[config.mk]
export PLATFORM = sky130hd
export DESIGN_NAME = ram_port_a_writer
export DESIGN_NICKNAME = d
export VERILOG_FILES = /design/src/rtl/ram_wr_pkg.sv /design/src/rtl/ram_port_a_writer.sv
export SDC_FILE = /design/constraint.sdc
export NUM_CORES = 1
export LEC_CHECK = 0
export CAP_MARGIN = 40
export CORE_MARGIN = 1.5
export CORE_UTILIZATION = 27
export DETAILED_ROUTE_END_ITERATION = 8
export PLACE_DENSITY = 0.59
export SKIP_CTS_REPAIR_TIMING = 1
export SLEW_MARGIN = 5
export SYNTH_ARGS = -nofsm -noshare
export SYNTH_HDL_FRONTEND = slang
export SYNTH_SLANG_ARGS = --single-unit
[constraint.sdc]
create_clock -name clk_a -period 2.4 [get_ports clk_a]
set_clock_uncertainty 0.1 [all_clocks]
set_input_delay 0.48 -clock clk_a [delete_from_list [all_inputs] [get_ports clk_a]]
set_output_delay 0.48 -clock clk_a [all_outputs]
set_load 0.1 [all_outputs]
[src/rtl/ram_wr_pkg.sv]
// Shared types and default widths for the port A stream-to-RAM writer.
// Default widths follow the global ADDR_WIDTH/DATA_WIDTH macros when defined.
`ifndef ADDR_WIDTH
`define ADDR_WIDTH 8
`endif
`ifndef DATA_WIDTH
`define DATA_WIDTH 8
`endif

package ram_wr_pkg;
    localparam int unsigned DEF_ADDR_WIDTH = `ADDR_WIDTH;
    localparam int unsigned DEF_DATA_WIDTH = `DATA_WIDTH;

    typedef enum logic {
        IDLE  = 1'b0,
        WRITE = 1'b1
    } wr_state_t;
endpackage

[src/rtl/ram_port_a_writer.sv]
// Turns a (base, len) command plus a valid/ready beat stream into registered
// port A writes at consecutive, wrapping addresses.
module ram_port_a_writer
    import ram_wr_pkg::*;
#(
    parameter int unsigned ADDR_WIDTH = DEF_ADDR_WIDTH,
    parameter int unsigned DATA_WIDTH = DEF_DATA_WIDTH
) (
    input  logic                  clk_a,
    input  logic                  rst_a,
    input  logic                  cmd_valid,
    output logic                  cmd_ready,
    input  logic [ADDR_WIDTH-1:0] cmd_base,
    input  logic [ADDR_WIDTH-1:0] cmd_len,
    input  logic                  s_valid,
    output logic                  s_ready,
    input  logic [DATA_WIDTH-1:0] s_data,
    input  logic                  abort,
    output logic                  we_a,
    output logic [ADDR_WIDTH-1:0] addr_a,
    output logic [DATA_WIDTH-1:0] data_in_a,
    output logic                  busy,
    output logic                  done,
    output logic                  aborted,
    output logic [ADDR_WIDTH:0]   beat_cnt
);

    wr_state_t             state_q;
    logic [ADDR_WIDTH-1:0] base_q;
    logic [ADDR_WIDTH-1:0] len_q;
    // One extra bit so a 2^ADDR_WIDTH-beat command can be counted to completion.
    logic [ADDR_WIDTH:0]   idx_q;
    logic                  we_q;
    logic [ADDR_WIDTH-1:0] addr_q;
    logic [DATA_WIDTH-1:0] data_q;
    logic                  done_q;
    logic                  aborted_q;

    logic                  last_beat;
    logic [ADDR_WIDTH-1:0] wr_addr;

    assign last_beat = (idx_q == {1'b0, len_q});
    assign wr_addr   = base_q + idx_q[ADDR_WIDTH-1:0];

    assign cmd_ready = (state_q == IDLE);
    assign busy      = (state_q == WRITE);
    assign s_ready   = (state_q == WRITE) & ~abort;

    always_ff @(posedge clk_a or negedge rst_a) begin
        if (!rst_a) begin
            state_q   <= IDLE;
            base_q    <= '0;
            len_q     <= '0;
            idx_q     <= '0;
            we_q      <= 1'b0;
            addr_q    <= '0;
            data_q    <= '0;
            done_q    <= 1'b0;
            aborted_q <= 1'b0;
        end else begin
            we_q      <= 1'b0;
            done_q    <= 1'b0;
            aborted_q <= 1'b0;
            case (state_q)
                IDLE: begin
                    if (cmd_valid) begin
                        state_q <= WRITE;
                        base_q  <= cmd_base;
                        len_q   <= cmd_len;
                        idx_q   <= '0;
                    end
                end
                WRITE: begin
                    // Abort wins over a simultaneously offered beat.
                    if (abort) begin
                        state_q   <= IDLE;
                        aborted_q <= 1'b1;
                    end else if (s_valid) begin
                        we_q   <= 1'b1;
                        addr_q <= wr_addr;
                        data_q <= s_data;
                        idx_q  <= idx_q + 1'b1;
                        if (last_beat) begin
                            state_q <= IDLE;
                            done_q  <= 1'b1;
                        end
                    end
                end
                default: state_q <= IDLE;
            endcase
        end
    end

    assign we_a      = we_q;
    assign addr_a    = addr_q;
    assign data_in_a = data_q;
    assign done      = done_q;
    assign aborted   = aborted_q;
    assign beat_cnt  = idx_q;

endmodule

==> results of run 1 <==
==> per-stage QoR <==
stage / worst slack (ps) / cell area, µm²
2_1_floorplan: -28.97 / 2238
3_3_place_gp: 295.8 / 2919
3_5_place_dp: 257.9 / 2919
5_1_grt: 228.7 / 3067
6_report: 329.2 / 3067
4_1_cts: 325.4 / 3057
==> cell usage after synthesis <==
| master | n |
|---|---|
| clkbuf_1 | 4 |
| o211ai_2 | 1 |
| a211oi_1 | 3 |
| or3_1 | 2 |
| dfrtp_1 | 45 |
| o21ai_0 | 11 |
| mux2i_1 | 1 |
| o31a_1 | 1 |
| a21oi_1 | 3 |
| a22oi_1 | 1 |
| fa_1 | 1 |
| nand3b_1 | 1 |
| nor4_1 | 1 |
| nor3b_1 | 4 |
| nand3_1 | 10 |
| o311a_1 | 1 |
| a21o_1 | 2 |
| xnor2_1 | 5 |
| o221ai_1 | 1 |
| nand2b_1 | 5 |
| o2111ai_1 | 1 |
| nor2b_1 | 3 |
| o21a_1 | 1 |
| nor2_1 | 9 |
| or4_1 | 1 |
| inv_1 | 8 |
| o31ai_1 | 3 |
| ha_1 | 8 |
| buf_2 | 5 |
| and2_1 | 4 |
| nand4_1 | 3 |
| nand2_1 | 85 |
| o21bai_1 | 2 |
| and4_4 | 1 |
| a211o_1 | 1 |
| xor2_1 | 7 |
==> path summary, 6_finish.rpt <==
check | start | to | slack, ps
max in group asynchronous | rst_a | beat_cnt[2] | 1230
min reg2reg | addr_a[4] | addr_a[4] | 390
min in group asynchronous | rst_a | busy | 420
min | addr_a[4] | addr_a[4] | 390
max reg2reg | beat_cnt[0] | addr_a[6] | 330
max | beat_cnt[0] | addr_a[6] | 330
==> power groups by stage <==
| stage | clock network [mW] | registers, mW | logic (mW) |
|---|---|---|---|
| final | 0.690 | 1.05 | 1.49 |
| after global routing | 0.743 | 1.07 | 1.57 |
| after CTS | 0.714 | 1.05 | 1.50 |
| after detailed placement | 0 | 1.07 | 1.50 |
| after global placement | 0 | 1.06 | 1.49 |
| after floorplan | 0 | 1.83 | 0.350 |
==> flip-flops by register name (all words and copies together), names as in the netlist <==
signal / cells
len_q: 8
busy: 1
addr_a: 8
done: 1
data_in_a: 8
beat_cnt: 9
aborted: 1
base_q: 8
we_a: 1
==> worst max-delay path: stages, from the launching register on <==
cell and delay (ps):
dfrtp_2 480, ha_1 250, inv_1 70, fa_1 200
nor2b_1 70, o31a_1 270, or4_1 470, nand3_1 90
==> metal layers <==
metal | up-vias | wire (µm) | global-route usage | share of wire
met3 | 5 | 198 | 0.02670 | 0.038
met2 | 35 | 2411 | 0.1957 | 0.47
met5 | - | 0 | 0 | 0
li1 | 946 | - | - | -
met4 | 0 | 65 | 0.04104 | 0.013
met1 | 837 | 2497 | 0.1736 | 0.48
==> cells by family after synthesis <==
kind of cell	Yosys count	share of synthesized area
simple gates	129	0.2575
flops	45	0.5070
compound gates	32	0.09802
buf+inv	17	0.03155
xor+xnor	12	0.04732
fa+ha+maj	9	0.05409
mux	1	0.004507
==> final cells by class <==
cell class / instances / area share
timing repair buffer: 68 / 0.1967
clock buffer: 5 / 0.02244
sequential: 45 / 0.3692
clock inverter: 3 / 0.02244
inverter: 8 / 0.01102
tap: 102 / 0.04162
multi-input combinational: 183 / 0.3366
==> results.toml, run 1 <==
[die]
coreArea_um2 = 7848
io_pins = 60
rows = 32
initial_utilization = 0.2830
die_h_um = 93.70
die_area_um2 = 8779
die_w_um = 93.70

[grt]
grt_pass1_vias = 1744
grt_max_degree = 30
track_usage = 0.1257
grt-ovfl-total = 0
antenna_found_initial = 0
grt_pass1_wl_um = 8590

[outcome]
outcome = "completed"

[power_and_ir_drop]
swShare = 0.4707
power.leakage_nw = 1.474
p_sw_mw = 1.517
power_mw = 3.223
seqPwrFrac = 0.325
ir_worst_vdd_uv = 391.8
power.internal_mw = 1.706
p_clk_frac = 0.214
power_frac_comb = 0.461
p_per_area_nw_per_um2 = 1051

[detailed_routing]
firstDrtPassIters = 4
wl_per_cell_um = 12.50
antenna_left = 0
vias_per_cell = 4.403
vias = 1823
drt-total-wl_um = 5173
drtIter0Drc = 140
drc = 0

[finish]
antenna_cells = 0
final_core_util = 0.3908
final_common_cell = "nand2_1"
final_cells = 414
drive_gt1_frac = 0.1763
n_fill_cell = 796
multi_input_comb_area_um2 = 1032
area_delta_synth_final_pct = 38.08
regArea_um2 = 1132
nNetsFinal = 349
final_cell_mix = "nand2_1 (85), dfrtp_1 (42), buf_4 (37), clkdlybuf4s50_1 (27), o21ai_0 (11)"

[cts]
cts_sinks = 45
clock-root-buffer = "clkbuf_8"
ctsHtreeMaxLevel = 2
clock_latency_ps = 300
cts_made_buffers = 5
clock_path_buffers = 2
clk_pin_slew_ps = 90
cts_tree = "built"

[timing]
drv_slew = 0
slew_headroom = 0.5823
period_minus_slack_ps = 2071
fmax_mhz = 482.9
setup_viol = 0
timing.hold.ws_ps = 385.8
grt_setup_unrepaired = "no"
finalHoldViolCount = 0
finalCritPeriodShare = 0.8628
setup-tns-final_ps = 0
worstMarginPinSlew_ps = 625.1

[setup_path]
required_ps = 2530
startpoint_type = "flip-flop"
worst-setup-path-type = "flip-flop to flip-flop"
worstRegToRegCells = 7
cp_max_fo = 8
cp-end-kind = "flip-flop"
arrival_ps = 2200

[logic_synthesis]
synth_nets = 283
syn_area_um2 = 2221
synth_top_cell_by_area = "dfrtp_1"
synth_area_leaders = "dfrtp_1 (51%), nand2_1 (14%), ha_1 (4.5%)"
ys_types = 36
synth_cells = 245
ys_seq_elements = 45
avgSynthCellArea_um2 = 9.065
ys_warn_count = 0
synth_top_area_frac = 0.5070
yosysSeqAreaShare = 0.5070

[placed_design]
dp_cells = 405
gp_congestion = 0.7924
dpl.hpwl_um = 3926
io_buffers = 59

[run]
drv_cap = 0

[min_path]
hold_class = "flip-flop to flip-flop"
worstHoldPathCells = 1
(Power assumes the default switching activity.)
==> run 2, diff against run 1 <==
--- a/config.mk
+++ b/config.mk
@@ -7,7 +7,8 @@
 export LEC_CHECK = 0
 export CAP_MARGIN = 40
-export CORE_MARGIN = 1.5
+export CORE_MARGIN = 10
 export CORE_UTILIZATION = 27
 export DETAILED_ROUTE_END_ITERATION = 8
+export HOLD_SLACK_MARGIN = 0.02
 export PLACE_DENSITY = 0.59
 export SKIP_CTS_REPAIR_TIMING = 1
==> constraint.sdc (replaced) <==
create_clock -name clk_a -period 2.4 [get_ports clk_a]
set_clock_uncertainty 0.1 [all_clocks]
set_input_delay 0.72 -clock clk_a [delete_from_list [all_inputs] [get_ports clk_a]]
set_output_delay 0.72 -clock clk_a [all_outputs]
set_load 0.1 [all_outputs]
==> run 2 against run 1 <==
  * First-iteration DRC count shrank 43%
  * Critical path depth is the same
  * Largest cell class unchanged
  * Via count grew 2.4%
  * Cell area grew 3.5%
  * Worst hold slack lost 97 ps
  * Sequential power is essentially flat
  * Setup slack lost 65 ps
  * Total power shrank 3.6%
  * Count of clock-buffer cells in the layout is the same
  * Register-to-register slack lost 70 ps
  * Non-clock buffer count grew 1
  * Utilization grew 0.16 points
==> results.toml, run 2 (synthesis gave the netlist of run 1 again) <==
[outcome]
outcome = "completed"

[finish]
antenna_cells = 0
final_core_util = 0.3924
area_delta_synth_final_pct = 42.99
final_cell_mix = "nand2_1 (85), dfrtp_1 (42), buf_4 (28), clkdlybuf4s50_1 (26), buf_12 (13)"
design_area_um2 = 3176
nNetsFinal = 350
largest_reg_flops = 9
drive_gt1_frac = 0.1821
final_common_cell = "nand2_1"

[detailed_routing]
vias = 1867
drc = 0
antenna_left = 0
drtIter0Drc = 80
vias_per_cell = 4.467
firstDrtPassIters = 4
drt-total-wl_um = 5879
wl_per_cell_um = 14.06

[die]
die_area_um2 = 12250
initial_utilization = 0.2744
coreArea_um2 = 8093
die_w_um = 110.7
rows = 33
io_pins = 60
die_h_um = 110.7

[cts]
cts_made_buffers = 5
cts_sinks = 45
clock_path_buffers = 2
ctsHtreeMaxLevel = 2
clk_pin_slew_ps = 100
clock_latency_ps = 310
clock-root-buffer = "clkbuf_8"
cts_tree = "built"

[grt]
grt_max_degree = 24
grt-ovfl-total = 0
antenna_found_initial = 0
grt_pass1_vias = 1961
grt_pass1_wl_um = 10120
track_usage = 0.09834

[placed_design]
pre_cts_ws_ps = -16.37
dpl_cell_area_um2 = 3075
gp_congestion = 0.7671
io_buffers = 59
dpl.hpwl_um = 4630

[setup_path]
crit_path_top_delay_cell = "dfrtp_2"
cp_max_fo = 8
max_stage_delay_ps = 500
arrival_ps = 2290
worstRegToRegCells = 7
crit_buf_inv = 1
worst-setup-path-type = "flip-flop to flip-flop"
cp_top_family = "simple AND/OR/NAND/NOR gates"
required_ps = 2550
startpoint_type = "flip-flop"
cp-end-kind = "flip-flop"
path_depth = 7
path_cells = "ha_1 > inv_1 > fa_1 > nor2b_1 > o31a_1 > or4_1 > nand3_1"

[timing]
grt_setup_unrepaired = "no"
fin_ws_ps = 264.1
period_minus_slack_ps = 2136
setup_viol = 0
fmax_mhz = 468.2
slew_headroom = 0.6255
drv_slew = 0
finalHoldViolCount = 0
finalCritPeriodShare = 0.8899
worstMarginPinSlew_ps = 561.8
setup-tns-final_ps = 0

[power_and_ir_drop]
p_per_area_nw_per_um2 = 978.7
ir_worst_vdd_uv = 327.3
power.leakage_nw = 1.502
power_mw = 3.108

[run]
drv_cap = 0

[min_path]
hold_class = "primary input to async pin"
-- run 2: cell types whose count changed in the layout (fill, tap and decap cells not counted), sizes merged --
cell	before	now
buf	40	42
bufinv	2	0
inv	8	10
clkdlybuf4s50	27	26
dlygate4sd3	1	0
dlymetal6s2s	0	1
-- run 2: worst paths after layout --
check | start | end | slack, ps
min in group clk_a | addr_a[4] | addr_a[4] | 380
setup / recovery | beat_cnt[0] | addr_a[6] | 260
setup reg to reg | beat_cnt[0] | addr_a[6] | 260
hold reg to reg | addr_a[4] | addr_a[4] | 380
max in group asynchronous | rst_a | beat_cnt[8] | 1380
hold / removal | rst_a | len_q[0] | 290
-- run 2: layout make-up --
class / count / area, µm²
Clock inverter: 3 / 28.78
Clock buffer: 5 / 68.82
Fill cell: 855 / 4917
Timing Repair Buffer: 69 / 748.2
Sequential cell: 45 / 1132
Multi-Input combinational cell: 183 / 1032
Tap cell: 105 / 131.4
Inverter: 8 / 33.78
-- run 2: metal layers --
layer / track usage / wire (µm)
met5: 0 / 0
met4: 0.04080 / 106
met3: 0.02273 / 216
met2: 0.1616 / 2800
met1: 0.1204 / 2756
-- run 2: where the power goes --
group          leakage (nW)  total [mW]  internal, mW  switching [mW]
registers             0.571        1.05         0.928           0.123
logic                 0.880        1.53         0.394            1.14
clock network        0.0511       0.524         0.220           0.303
-- run 2: worst reg2reg max path: cells and delay by family, from the launching register on --
family	cells	cell delay (ps)
fa+ha+maj	2	480
flops	1	500
compound gates	1	270
buf+inv	1	80
simple gates	3	650
-- run 2: stage by stage --
stage	hold WS (ps)	std cells
6_report	288.3	418
5_1_grt	325.4	418
4_1_cts	308.4	418
3_5_place_dp	367.7	410
3_3_place_gp	364.7	410
2_1_floorplan	324.4	245
==> run 3, diff against run 2 <==
Settings changed: CORE_MARGIN 10 to default, CTS_BUF_LIST from default to sky130_fd_sc_hd__clkbuf_2 sky130_fd_sc_hd__clkbuf_4 sky130_fd_sc_hd__clkbuf_8.
==> run 3 against run 2 <==
  * Die area fell by 30%
  * Global-route usage rose by 3.0 points
  * Largest power group unchanged
  * Utilization rose by 0.91 points
  * Critical endpoint is now s_ready
  * Setup slack improved by 65 ps
  * Via count fell by 0.91%
==> results.toml, run 3 (synthesis gave the netlist of run 1 again) <==
[cts]
clk_pin_slew_ps = 90
clock-root-buffer = "clkbuf_8"
clock_path_buffers = 2
clock_latency_ps = 290
ctsHtreeMaxLevel = 2
cts_tree = "built"
cts_made_buffers = 5
cts_sinks = 45

[detailed_routing]
vias_per_cell = 4.469
drtIter0Drc = 83
drt-met1-wl_um = 2509
highest_layer = "met4"
firstDrtPassIters = 4
antenna_left = 0
drt-total-wl_um = 5178
drc = 0
wl_per_cell_um = 12.51
vias = 1850
route.met2.wl_um = 2423
met3_wirelength_um = 199

[timing]
finalHoldViolCount = 0
period_minus_slack_ps = 2071
finalCritPeriodShare = 0.8629
setup_viol = 0
slew_headroom = 0.6739
setup-tns-final_ps = 0
fmax_mhz = 482.9
drv_slew = 0
grt_setup_unrepaired = "no"
worstMarginPinSlew_ps = 489.1

[power_and_ir_drop]
ir_worst_vdd_uv = 343.6
power_mw = 3.066
p_per_area_nw_per_um2 = 973.1
power.leakage_nw = 1.496

[setup_path]
path_cells = "clkinvlp_4 > nor2_4 > buf_12"
cp_max_fo = 5
cp_top_family = "flip-flops"
arrival_ps = 1250
cp-end-kind = "primary output"
crit_path_top_delay_cell = "dfrtp_4"
worst-setup-path-type = "flip-flop to primary output"
max_stage_delay_ps = 470
required_ps = 1580
crit_buf_inv = 2
startpoint_type = "flip-flop"

[finish]
final_cells = 414
final_common_cell = "nand2_1"
area_delta_synth_final_pct = 41.86
multi_input_comb_area_um2 = 1032
regArea_um2 = 1132
largest_reg_flops = 9
antenna_cells = 0
n_fill_cell = 799
drive_gt1_frac = 0.1795
final_core_util = 0.4015
nNetsFinal = 349
final_cell_mix = "nand2_1 (85), dfrtp_1 (42), buf_4 (28), clkdlybuf4s50_1 (26), buf_12 (12)"

[die]
coreArea_um2 = 7848
rows = 32
die_w_um = 92.70
io_pins = 60
die_h_um = 92.70
initial_utilization = 0.2830
die_area_um2 = 8592

[grt]
grt_pass1_vias = 1780
grt-ovfl-total = 0
grt_max_degree = 26
grt_pass1_wl_um = 8700
antenna_found_initial = 0
track_usage = 0.1285

[placed_design]
io_buffers = 59
dp_cells = 406
gp_congestion = 0.7804
dpl.hpwl_um = 4076

[outcome]
outcome = "completed"

[min_path]
hold_class = "primary input to async pin"

[run]
drv_cap = 0
[run 3: cell count changes in the layout (fill, tap and decap cells not counted), sizes merged]
cell    delta
inv        -3
clkinv     +2
buf        -1
clkbuf     +1
[run 3: report_power, final]
group          internal (mW)  switching [mW]  total (mW)
Sequential             0.928           0.117        1.05
Clock                  0.234           0.252       0.486
Combinational          0.395            1.14        1.54
[run 3: metal layers]
metal,global-route usage,vias to the layer above
li1,-,945
met1,0.1788,870
met2,0.1981,33
met3,0.02956,2
met4,0.03974,0
met5,0,-
[run 3: per-stage QoR]
stage          hold WS, ps  setup WS [ps]  area (µm²)
2_1_floorplan        324.4         -269.0        2238
3_3_place_gp         366.5         -6.767        3052
3_5_place_dp         364.4          6.267        3052
4_1_cts              294.3          4.019        3148
5_1_grt              296.6          240.5        3151
6_report             275.4          329.1        3151
[run 3: cell type report]
cell class	count	share of cell area
well taps	102	0.04051
clock inverters	2	0.004369
repair buffers	68	0.2311
inverters	8	0.01072
multi-input cells	183	0.3276
flip-flops and latches	45	0.3594
clock buffers	6	0.02621
[run 3: final timing paths]
check	from	cells after the start	slack, ps	endpoint
worst min-delay path	rst_a	1	280	done
worst max-delay path	busy	3	330	s_ready
worst min register to register	data_in_a[5]	2	380	data_in_a[5]
min in group clk_a	data_in_a[5]	2	380	data_in_a[5]
worst max register to register	beat_cnt[2]	5	390	addr_a[6]
max in group asynchronous	rst_a	2	1410	beat_cnt[2]
